<file path="config.mk">
export PLATFORM = sky130hd
export DESIGN_NAME = icache_ctrl
export DESIGN_NICKNAME = d
export VERILOG_FILES = /design/src/rtl/icache_pkg.sv /design/src/rtl/icache_array.sv /design/src/rtl/icache_ctrl.sv
export SDC_FILE = /design/constraint.sdc
export NUM_CORES = 2
export LEC_CHECK = 0
export CORE_AREA = 3 3 694 351
export CTS_CLUSTER_SIZE = 25
export DETAILED_ROUTE_END_ITERATION = 16
export DIE_AREA = 0 0 697 354
export SYNTH_ARGS = -nofsm -noshare
export SYNTH_HDL_FRONTEND = slang
export SYNTH_SLANG_ARGS = --single-unit
</file>
<file path="constraint.sdc">
create_clock -name clk -period 5.92 [get_ports clk]
set_input_delay 1.184 -clock clk [delete_from_list [all_inputs] [get_ports clk]]
set_output_delay 1.184 -clock clk [all_outputs]
set_load 0.05 [all_outputs]
</file>
<file path="src/rtl/icache_pkg.sv">
// Shared encodings and address-field constants for the instruction cache.
// Address layout: {tag, index, offset[1:0], byte bit}.
package icache_pkg;

    typedef enum logic [1:0] {
        IDLE = 2'd0,
        FILL = 2'd1,
        RESP = 2'd2
    } state_t;

    localparam int ADDR_W      = 16;
    localparam int WORD_W      = 16;
    localparam int LINE_WORDS  = 4;
    localparam int OFFSET_BITS = 2;
    localparam int OFFSET_LSB  = 1;
    localparam int INDEX_LSB   = OFFSET_LSB + OFFSET_BITS;

    function automatic int tag_bits(input int index_bits);
        return ADDR_W - INDEX_LSB - index_bits;
    endfunction

endpackage

</file>
<file path="src/rtl/icache_array.sv">
// Valid/tag/data storage for a direct-mapped cache of 4-word lines.
// Latency: combinational read by index/offset; writes land on the next clk edge.
// Backpressure: none; the controller sequences every write.
module icache_array
    import icache_pkg::*;
#(
    parameter int INDEX_BITS = 5,
    parameter int TAG_BITS   = 8
) (
    input  logic                   clk,
    input  logic                   rst,
    input  logic [INDEX_BITS-1:0]  idx,
    input  logic [OFFSET_BITS-1:0] rd_off,
    output logic                   rd_valid,
    output logic [TAG_BITS-1:0]    rd_tag,
    output logic [WORD_W-1:0]      rd_word,
    input  logic                   word_we,
    input  logic [OFFSET_BITS-1:0] wr_off,
    input  logic [WORD_W-1:0]      wr_data,
    input  logic                   tag_we,
    input  logic [TAG_BITS-1:0]    wr_tag,
    input  logic                   inv
);

    localparam int NUM_LINES = 1 << INDEX_BITS;

    logic [NUM_LINES-1:0] valid_q;
    logic [TAG_BITS-1:0]  tag_mem  [NUM_LINES];
    logic [WORD_W-1:0]    data_mem [NUM_LINES*LINE_WORDS];

    always_ff @(posedge clk) begin
        if (rst) begin
            valid_q <= '0;
        end else if (tag_we) begin
            valid_q[idx] <= 1'b1;
        end else if (inv) begin
            valid_q[idx] <= 1'b0;
        end
    end

    // Tags and data carry no reset; a cleared valid bit makes them don't-care.
    always_ff @(posedge clk) begin
        if (tag_we) begin
            tag_mem[idx] <= wr_tag;
        end
        if (word_we) begin
            data_mem[{idx, wr_off}] <= wr_data;
        end
    end

    assign rd_valid = valid_q[idx];
    assign rd_tag   = tag_mem[idx];
    assign rd_word  = data_mem[{idx, rd_off}];

endmodule

</file>
<file path="src/rtl/icache_ctrl.sv">
// Direct-mapped read-only instruction cache; fetch-side Done/Stall responder. ICACHE_STATS_EN adds hit/miss counters.
// Latency: hits and errors complete in the request cycle; misses take the 4-word fill plus one RESP cycle.
// Backpressure: Stall holds fetch during a fill; the backing port advances one word per mem_ack.
module icache_ctrl
    import icache_pkg::*;
#(
    parameter int INDEX_BITS = 5
) (
    input  logic              clk,
    input  logic              rst,
    input  logic [ADDR_W-1:0] Addr,
    input  logic              Rd,
    input  logic              Wr,
    output logic [WORD_W-1:0] DataOut,
    output logic              Done,
    output logic              Stall,
    output logic              CacheHit,
    output logic              err,
    output logic              mem_req,
    output logic [ADDR_W-1:0] mem_addr,
    input  logic              mem_ack,
    input  logic [WORD_W-1:0] mem_rdata,
    output logic [15:0]       hit_cnt,
    output logic [15:0]       miss_cnt
);

    localparam int TAG_BITS = tag_bits(INDEX_BITS);
    localparam int TAG_LSB  = INDEX_LSB + INDEX_BITS;

    state_t                  state_q, state_n;
    logic [OFFSET_BITS-1:0]  cnt_q, cnt_n;
    logic [ADDR_W-1:1]       req_q, req_n;
    logic                    drop_q, drop_n;
    logic [WORD_W-1:0]       dout_q;

    logic [TAG_BITS-1:0]     addr_tag, req_tag, rd_tag;
    logic [INDEX_BITS-1:0]   addr_idx, req_idx, line_idx;
    logic [OFFSET_BITS-1:0]  addr_off, req_off, rd_off;
    logic                    rd_valid, word_we, tag_we, inv;
    logic [WORD_W-1:0]       rd_word;

    assign addr_tag = Addr[ADDR_W-1:TAG_LSB];
    assign addr_idx = Addr[TAG_LSB-1:INDEX_LSB];
    assign addr_off = Addr[INDEX_LSB-1:OFFSET_LSB];
    assign req_tag  = req_q[ADDR_W-1:TAG_LSB];
    assign req_idx  = req_q[TAG_LSB-1:INDEX_LSB];
    assign req_off  = req_q[INDEX_LSB-1:OFFSET_LSB];

    // Lookups use the live address only while idle; afterwards the latched request owns the line.
    assign line_idx = (state_q == IDLE) ? addr_idx : req_idx;
    assign rd_off   = (state_q == IDLE) ? addr_off : req_off;

    icache_array #(
        .INDEX_BITS (INDEX_BITS),
        .TAG_BITS   (TAG_BITS)
    ) u_array (
        .clk      (clk),
        .rst      (rst),
        .idx      (line_idx),
        .rd_off   (rd_off),
        .rd_valid (rd_valid),
        .rd_tag   (rd_tag),
        .rd_word  (rd_word),
        .word_we  (word_we),
        .wr_off   (cnt_q),
        .wr_data  (mem_rdata),
        .tag_we   (tag_we),
        .wr_tag   (req_tag),
        .inv      (inv)
    );

    always_ff @(posedge clk) begin
        if (rst) begin
            state_q <= IDLE;
            cnt_q   <= '0;
            req_q   <= '0;
            drop_q  <= 1'b0;
            dout_q  <= '0;
        end else begin
            state_q <= state_n;
            cnt_q   <= cnt_n;
            req_q   <= req_n;
            drop_q  <= drop_n;
            dout_q  <= DataOut;
        end
    end

    always_comb begin
        state_n  = state_q;
        cnt_n    = cnt_q;
        req_n    = req_q;
        drop_n   = drop_q;
        DataOut  = dout_q;
        Done     = 1'b0;
        Stall    = 1'b0;
        CacheHit = 1'b0;
        err      = 1'b0;
        mem_req  = 1'b0;
        mem_addr = '0;
        word_we  = 1'b0;
        tag_we   = 1'b0;
        inv      = 1'b0;
        if (!rst) begin
            case (state_q)
                IDLE: begin
                    if (Rd) begin
                        if (Wr || Addr[0]) begin
                            Done    = 1'b1;
                            err     = 1'b1;
                            DataOut = '0;
                        end else if (rd_valid && (rd_tag == addr_tag)) begin
                            Done     = 1'b1;
                            CacheHit = 1'b1;
                            DataOut  = rd_word;
                        end else begin
                            Stall   = 1'b1;
                            inv     = 1'b1;
                            req_n   = Addr[ADDR_W-1:1];
                            cnt_n   = '0;
                            drop_n  = 1'b0;
                            state_n = FILL;
                        end
                    end
                end
                FILL: begin
                    Stall    = 1'b1;
                    mem_req  = 1'b1;
                    mem_addr = {req_q[ADDR_W-1:INDEX_LSB], cnt_q, 1'b0};
                    if (!Rd) begin
                        drop_n = 1'b1;
                    end
                    if (mem_ack) begin
                        word_we = 1'b1;
                        cnt_n   = cnt_q + 2'd1;
                        if (cnt_q == 2'(LINE_WORDS - 1)) begin
                            tag_we  = 1'b1;
                            state_n = RESP;
                        end
                    end
                end
                RESP: begin
                    state_n = IDLE;
                    if (!drop_q) begin
                        Done    = 1'b1;
                        DataOut = rd_word;
                    end
                end
                default: state_n = IDLE;
            endcase
        end
    end

`ifdef ICACHE_STATS_EN
    logic [15:0] hit_q, miss_q;
    logic        fill_entry;

    assign fill_entry = (state_q == IDLE) && (state_n == FILL);

    always_ff @(posedge clk) begin
        if (rst) begin
            hit_q  <= '0;
            miss_q <= '0;
        end else begin
            if (Done && CacheHit && (hit_q != 16'hFFFF)) begin
                hit_q <= hit_q + 16'd1;
            end
            if (fill_entry && (miss_q != 16'hFFFF)) begin
                miss_q <= miss_q + 16'd1;
            end
        end
    end

    assign hit_cnt  = hit_q;
    assign miss_cnt = miss_q;
`else
    assign hit_cnt  = 16'h0000;
    assign miss_cnt = 16'h0000;
`endif

endmodule

</file>
* After elaboration in Yosys (flattened, before gate mapping)
Memory sizes are Yosys's and may differ from the RTL's.
Index checks and enable logic that the tools add are counted.
** Word-level totals
- Bits in registers :: 68
- Latch bits :: 0
- Memory bits (writable) :: 2304
- ROM bits :: 0
- Bits of input ports :: 37
- Output and inout port bits :: 69
- Logic and storage cells :: 102
- Memories kept :: 2
** Cells by class
- $add $sub $neg :: 1
- Multipliers :: 0
- Div/mod/pow operators :: 0
- $lt $le $gt $ge :: 2
- Equal/unequal tests :: 10
- Shift-type cells :: 0
- Multiplexer cells :: 66
- Bitwise operators :: 5
- Reductions and logical operators :: 10
** Memory list
- u_array.data_mem :: words 128, width 16, rd ports 1, clocked after Yosys merged registers in 0, write ports 1, line icache_array.sv:29 : logic [WORD_W-1:0] data_mem [NUM_LINES*LINE_WORDS];
- u_array.tag_mem :: words 32, width 8, rd ports 1, clocked after Yosys merged registers in 0, write ports 1, line icache_array.sv:28 : logic [TAG_BITS-1:0] tag_mem [NUM_LINES];
** Operators with widths (count)
- $mux 16 :: 7
- $mux 32 :: 2
- $mux 1 :: 38
- $and 32x32->32 :: 1
- $not 32->32 :: 1
- $or 32x32->32 :: 1
- $pmux 16 s2 :: 1
- $mux 2 :: 10
- $reduce_and 5->1 :: 3
- $ne 2x2->1 const B :: 6
- $eq 8x8->1 :: 1
- $pmux 2 s2 :: 2
- $lt 5x6->1 const B :: 1
- $pmux 1 s2 :: 3
- $bmux 1 s5 :: 1
- $demux 1 s5 :: 1
- $ge 5x1->1 const B :: 1
- $mux 5 :: 1
- $eq 2x2->1 const B :: 2
- $reduce_and 4->1 :: 1
- $reduce_bool 2->1 :: 2
- $add 2x1->2 const B :: 1
- $eq 2x1->1 const B :: 1
- $logic_and 1x1->1 :: 2
- 3 further kinds :: 4

* Logic depth before layout (Yosys ltp)
- Depth after elaboration :: 12
- Depth in mapped cells :: 20
- Gate-level depth less buffers :: 11

* By module
Synthesis repeated with hierarchy kept, for this count alone.
** Second synthesis, totals
- Cell total of the unflattened synthesis :: 4963
- Area, all modules :: 93109.3 um^2
** By module, submodules not included
- icache_array :: instances 1, cells an instance 4621, area each 90380.4 um^2, seq. area each 69827.0 um^2
- icache_ctrl :: instances 1, cells an instance 342, area each 2728.9 um^2, seq. area each 720.7 um^2

* Least setup slack after synthesis
OpenSTA, ideal clock, no wires.
- Kind :: in2out
- Start :: input port Addr[4]
- End :: output port Stall
- Arrival :: 5.031 ns
- Required time :: 4.736 ns
- Setup slack :: -0.295 ns
- Stages :: 14
- Buffers on the path :: 5
- Path through :: buf_2 or3b_1 and2_1 buf_4 buf_6 nand4_1 nand3_1 a2111oi_0 nor4b_4 and4_4 a21o_1 buf_6 buf_6 a21boi_0
** Between the ends
- Longest elaborated chain between the ends :: 9
- Elaborated cells between the ends (all ways) :: 11
- Those cells by class :: eq/ne (1); mux (8); reduce/logical (1); memory (1)
** Ends and longest elaborated chain
- start, declared :: line icache_ctrl.sv:11 : input logic [ADDR_W-1:0] Addr,
- $mux 5 * :: line icache_ctrl.sv:50 : assign line_idx = (state_q == IDLE) ? addr_idx : req_idx;
- $mem_v2 32x8 or $bmux 1 s5 (tied branches)
- $eq 8x8->1 or $mux 1 (tied branches) :: line icache_ctrl.sv:111, icache_array.sv:51
- $logic_and 1x1->1 * :: line icache_ctrl.sv:111 : end else if (rd_valid && (rd_tag == addr_tag)) begin
- $mux 1 * :: line icache_ctrl.sv:111
- $mux 1 * :: line icache_ctrl.sv:107 : if (Wr || Addr[0]) begin
- $mux 1 * :: line icache_ctrl.sv:106 : if (Rd) begin
- $pmux 1 s2 * :: line icache_ctrl.sv:104 : case (state_q)
- $mux 1 * :: line icache_ctrl.sv:103 : if (!rst) begin
- end, declared :: line icache_ctrl.sv:16 : output logic Stall,
Mark *: on every way between the ends. The rest lies on a longest branch, timed or not. The select of a mux whose other input is x is not followed.

* Final worst setup path
- Start :: input port Addr[1]
- End :: output port DataOut[1]
** Between the ends
- Longest elaborated chain between the ends :: 7
- Elaborated cells between the ends (all ways) :: 8
- Those cells by class :: mux (7); memory (1)
** Ends and longest elaborated chain
- $mux 2 * :: line icache_ctrl.sv:51 : assign rd_off = (state_q == IDLE) ? addr_off : req_off;
- $mem_v2 128x16 *
- $mux 16 :: line icache_ctrl.sv:111
- $mux 16 :: line icache_ctrl.sv:107
- $mux 16 :: line icache_ctrl.sv:106
- $pmux 16 s2 * :: line icache_ctrl.sv:104
- $mux 16 * :: line icache_ctrl.sv:103
- end, declared :: line icache_ctrl.sv:14 : output logic [WORD_W-1:0] DataOut,
Mark *: on every way between the ends. The rest lies on a longest branch, timed or not.

==> impl_metrics.json <==
{
  "holdCritStartpoint": "dout_q[8]",
  "nNetsFinal": 6947,
  "ys.flop_type": "edfxtp_1",
  "wl_per_cell_um": 34.9,
  "status": "finished with violations",
  "grt_pass1_wl_mm": 487,
  "r2r-start": "state_q[0]",
  "root_buffer": "clkbuf_16",
  "clkPwrFrac_pct": 36.6,
  "grt_pass1_vias": 57400,
  "power_density_nw_per_um2": 306,
  "clock_latency_ns": 0.88,
  "violations": "negative setup slack",
  "grt.total_usage_pct": 28.2,
  "maxCapViolCount": 0,
  "hold_viol": 0,
  "place_ws_ns": -1.36,
  "synth_warnings": 0,
  "yosysMostFrequentCell": "edfxtp_1",
  "yosysSeqAreaShare_pct": 74.3,
  "yosys-top-cells-count": "edfxtp_1, nand2_1, nand3_1, mux4_2, nor2_1",
  "overflow": 0,
  "drv_slew": 0,
  "holdWs_ns": 0.460,
  "cp-end-kind": "output pin",
  "ys_ff_latch": 2372,
  "p_seq_share_pct": 51.9,
  "swShare_pct": 24.8,
  "synth.distinct_cells": 101,
  "netlist.area_leader.share_pct": 72.8,
  "drt-initial-drc-count": 11800,
  "drive_gt1_share_pct": 28.0,
  "synth-async-reset-ratio_pct": 0,
  "clock_path_buffers": 4,
  "critPathLaunch": "Addr[1]",
  "area_growth_pct": 22.1,
  "row_count": 127,
  "gp_congestion": 1.00,
  "synth_area_leaders": "edfxtp_1, mux4_2, nand2_1, mux2i_1, nand3_1",
  "finalCriticalPeriod_ns": 6.39,
  "worstMarginPinSlew_ns": 1.32,
  "wirelength_mm": 359,
  "start_util_pct": 39.8,
  "cts_sinks": 2372,
  "min_period_over_period_pct": 108,
  "regArea_um2": 70600,
  "drtAntennaViolNets": 0,
  "dieArea_um2": 247000,
  "fin_skew_ns": 0.0672,
  "place_hpwl_mm": 244,
  "reg2reg_slack_ns": 0.90,
  "timing.final.ws_setup_ns": -0.473,
  "cts_made_buffers": 198,
  "vias": 63100,
  "tritoncts": "yes",
  "vdd.ir_drop.worst_mv": 0.288,
  "die_h_um": 354,
  "antenna_found_initial": 24,
  "max-slew-margin-rel_pct": 12.2,
  "setup_viol": 19,
  "fmax_mhz": 156,
  "synth_edf_count": 2304,
  "grt_setup_unrepaired": "yes",
  "core_region_area_um2": 239000,
  "grt_max_degree": 129,
  "hold_class": "register to register",
  "remaining_drc_errors": 0,
  "synthCells": 5910,
  "p_leak_nw": 39.8,
  "die_x_um": 697,
  "io_pins": 106,
  "crit_required_ns": 4.74,
  "portBuffers": 72,
  "n_fill_cell": 20000,
  "drt_first_pass_iters": 8,
  "power_frac_comb_pct": 11.5,
  "multi_input_area_um2": 23600,
  "crit_fanout": 14,
  "power_mw": 35.5,
  "yosysTopAreaCell": "edfxtp_1",
  "netlist_area_um2": 95000,
  "clk_pin_slew_ns": 0.07,
  "p_switching_mw": 8.80,
  "startpoint_type": "input pin",
  "hold_buffers": 0,
  "htree_levels": 4,
  "avgViaCountPerCell": 6.14,
  "syn_area_per_cell_um2": 16.1,
  "crit_arrival_ns": 5.21,
  "critical_path_class": "input pin to output pin",
  "p_int_mw": 26.7
}
[layout by cell type, fill, tap and decap left out, types with 66 or more instances in the layout]
cell and instances:
mux4_2 263, nor2_2 66, mux2i_1 224, edfxtp_1 2304
nand2_1 964, a21oi_1 68, buf_6 67, nor2_1 174
and3_1 107, clkbuf_16 206, buf_4 889, a311oi_1 92
buf_12 151, nand3_1 353
[critical path: stages]
cell and delay, ns:
clkdlybuf4s15_1 0.29, or3b_4 0.54, nand2_8 0.19, buf_12 0.14, buf_6 0.22, buf_4 0.21, mux4_2 0.55, o21ai_0 0.74
buf_4 0.23, a22oi_1 0.08, nand4_1 0.10, buf_4 0.14, nor3_4 0.04, buf_12 0.15, a22o_1 0.21, buf_12 0.16
[power groups by stage]
stage	sequential (mW)	clock (mW)	combinational (mW)
6_report	18.4	13.0	4.08
5_1_grt	18.4	13.7	4.15
4_1_cts	18.4	13.0	3.78
3_5_place_dp	18.8	0	3.53
3_3_place_gp	18.8	0	3.51
2_1_floorplan	18.8	0	1.46
[area by class of cell]
type / instances / share of cell area [%]
inverter: 36 / 0.117
multi-input combinational: 3123 / 20.4
clock inverter: 105 / 0.733
tap: 3225 / 3.48
sequential: 2372 / 60.8
timing repair buffer: 1178 / 9.94
antenna: 10 / 0.0216
clock buffer: 243 / 4.49
[state kept, by name, indices dropped and copies added (netlist names), named ones only]
name,count
u_array.tag_mem,256
req_q,15
cnt_q,2
u_array.data_mem,2048
dout_q,16
state_q,2
drop_q,1
[per-layer routing]
metal / global-route usage, % / part of all wire, % / vias to the layer above
met4: 4.69 / 2.0 / 14
met2: 34.3 / 37 / 5108
met5: 1.13 / 0.13 / -
li1: - / - / 25100
met1: 43.6 / 42 / 32400
met3: 15.3 / 19 / 471
[worst paths after layout]
kind         cells after the start          to
max                             16  DataOut[1]
max reg2reg                     17    register
min reg2reg                      1   dout_q[8]
min                              1   dout_q[8]
[per-stage QoR]
stage,setup TNS [ns],cell area [um2],std cells,util (%)
finish,-6.63,116000,10300,48.6
global route,-7.01,116000,10300,48.6
floorplan,0,95100,5942,-
detailed placement,-38.34,107000,9828,44.8
CTS,-4.05,115000,10200,48.2
global placement,-82.48,107000,9826,44.8
[kinds of logic after synthesis]
group | count (synthesis) | synth area share, %
AO/OA/AOI/OAI | 701 | 5.41
buffers and inverters | 451 | 2.68
adder cells (fa/ha/maj) | 1 | 0.0132
flip-flops | 2372 | 74.3
other | 1 | 0.00395
XOR/XNOR | 5 | 0.0461
multiplexers | 512 | 8.88
AND/OR/NAND/NOR | 1867 | 8.68
[what timing repair did]
action / in CTS / in global routing
endpoints found under the setup margin: 19 / 19
buffers inserted: 63 / 32
resized for setup: 262 / 137
gates cloned: 9 / 5
pin swaps: 49 / 36
Power figures use the tool's default switching activity.
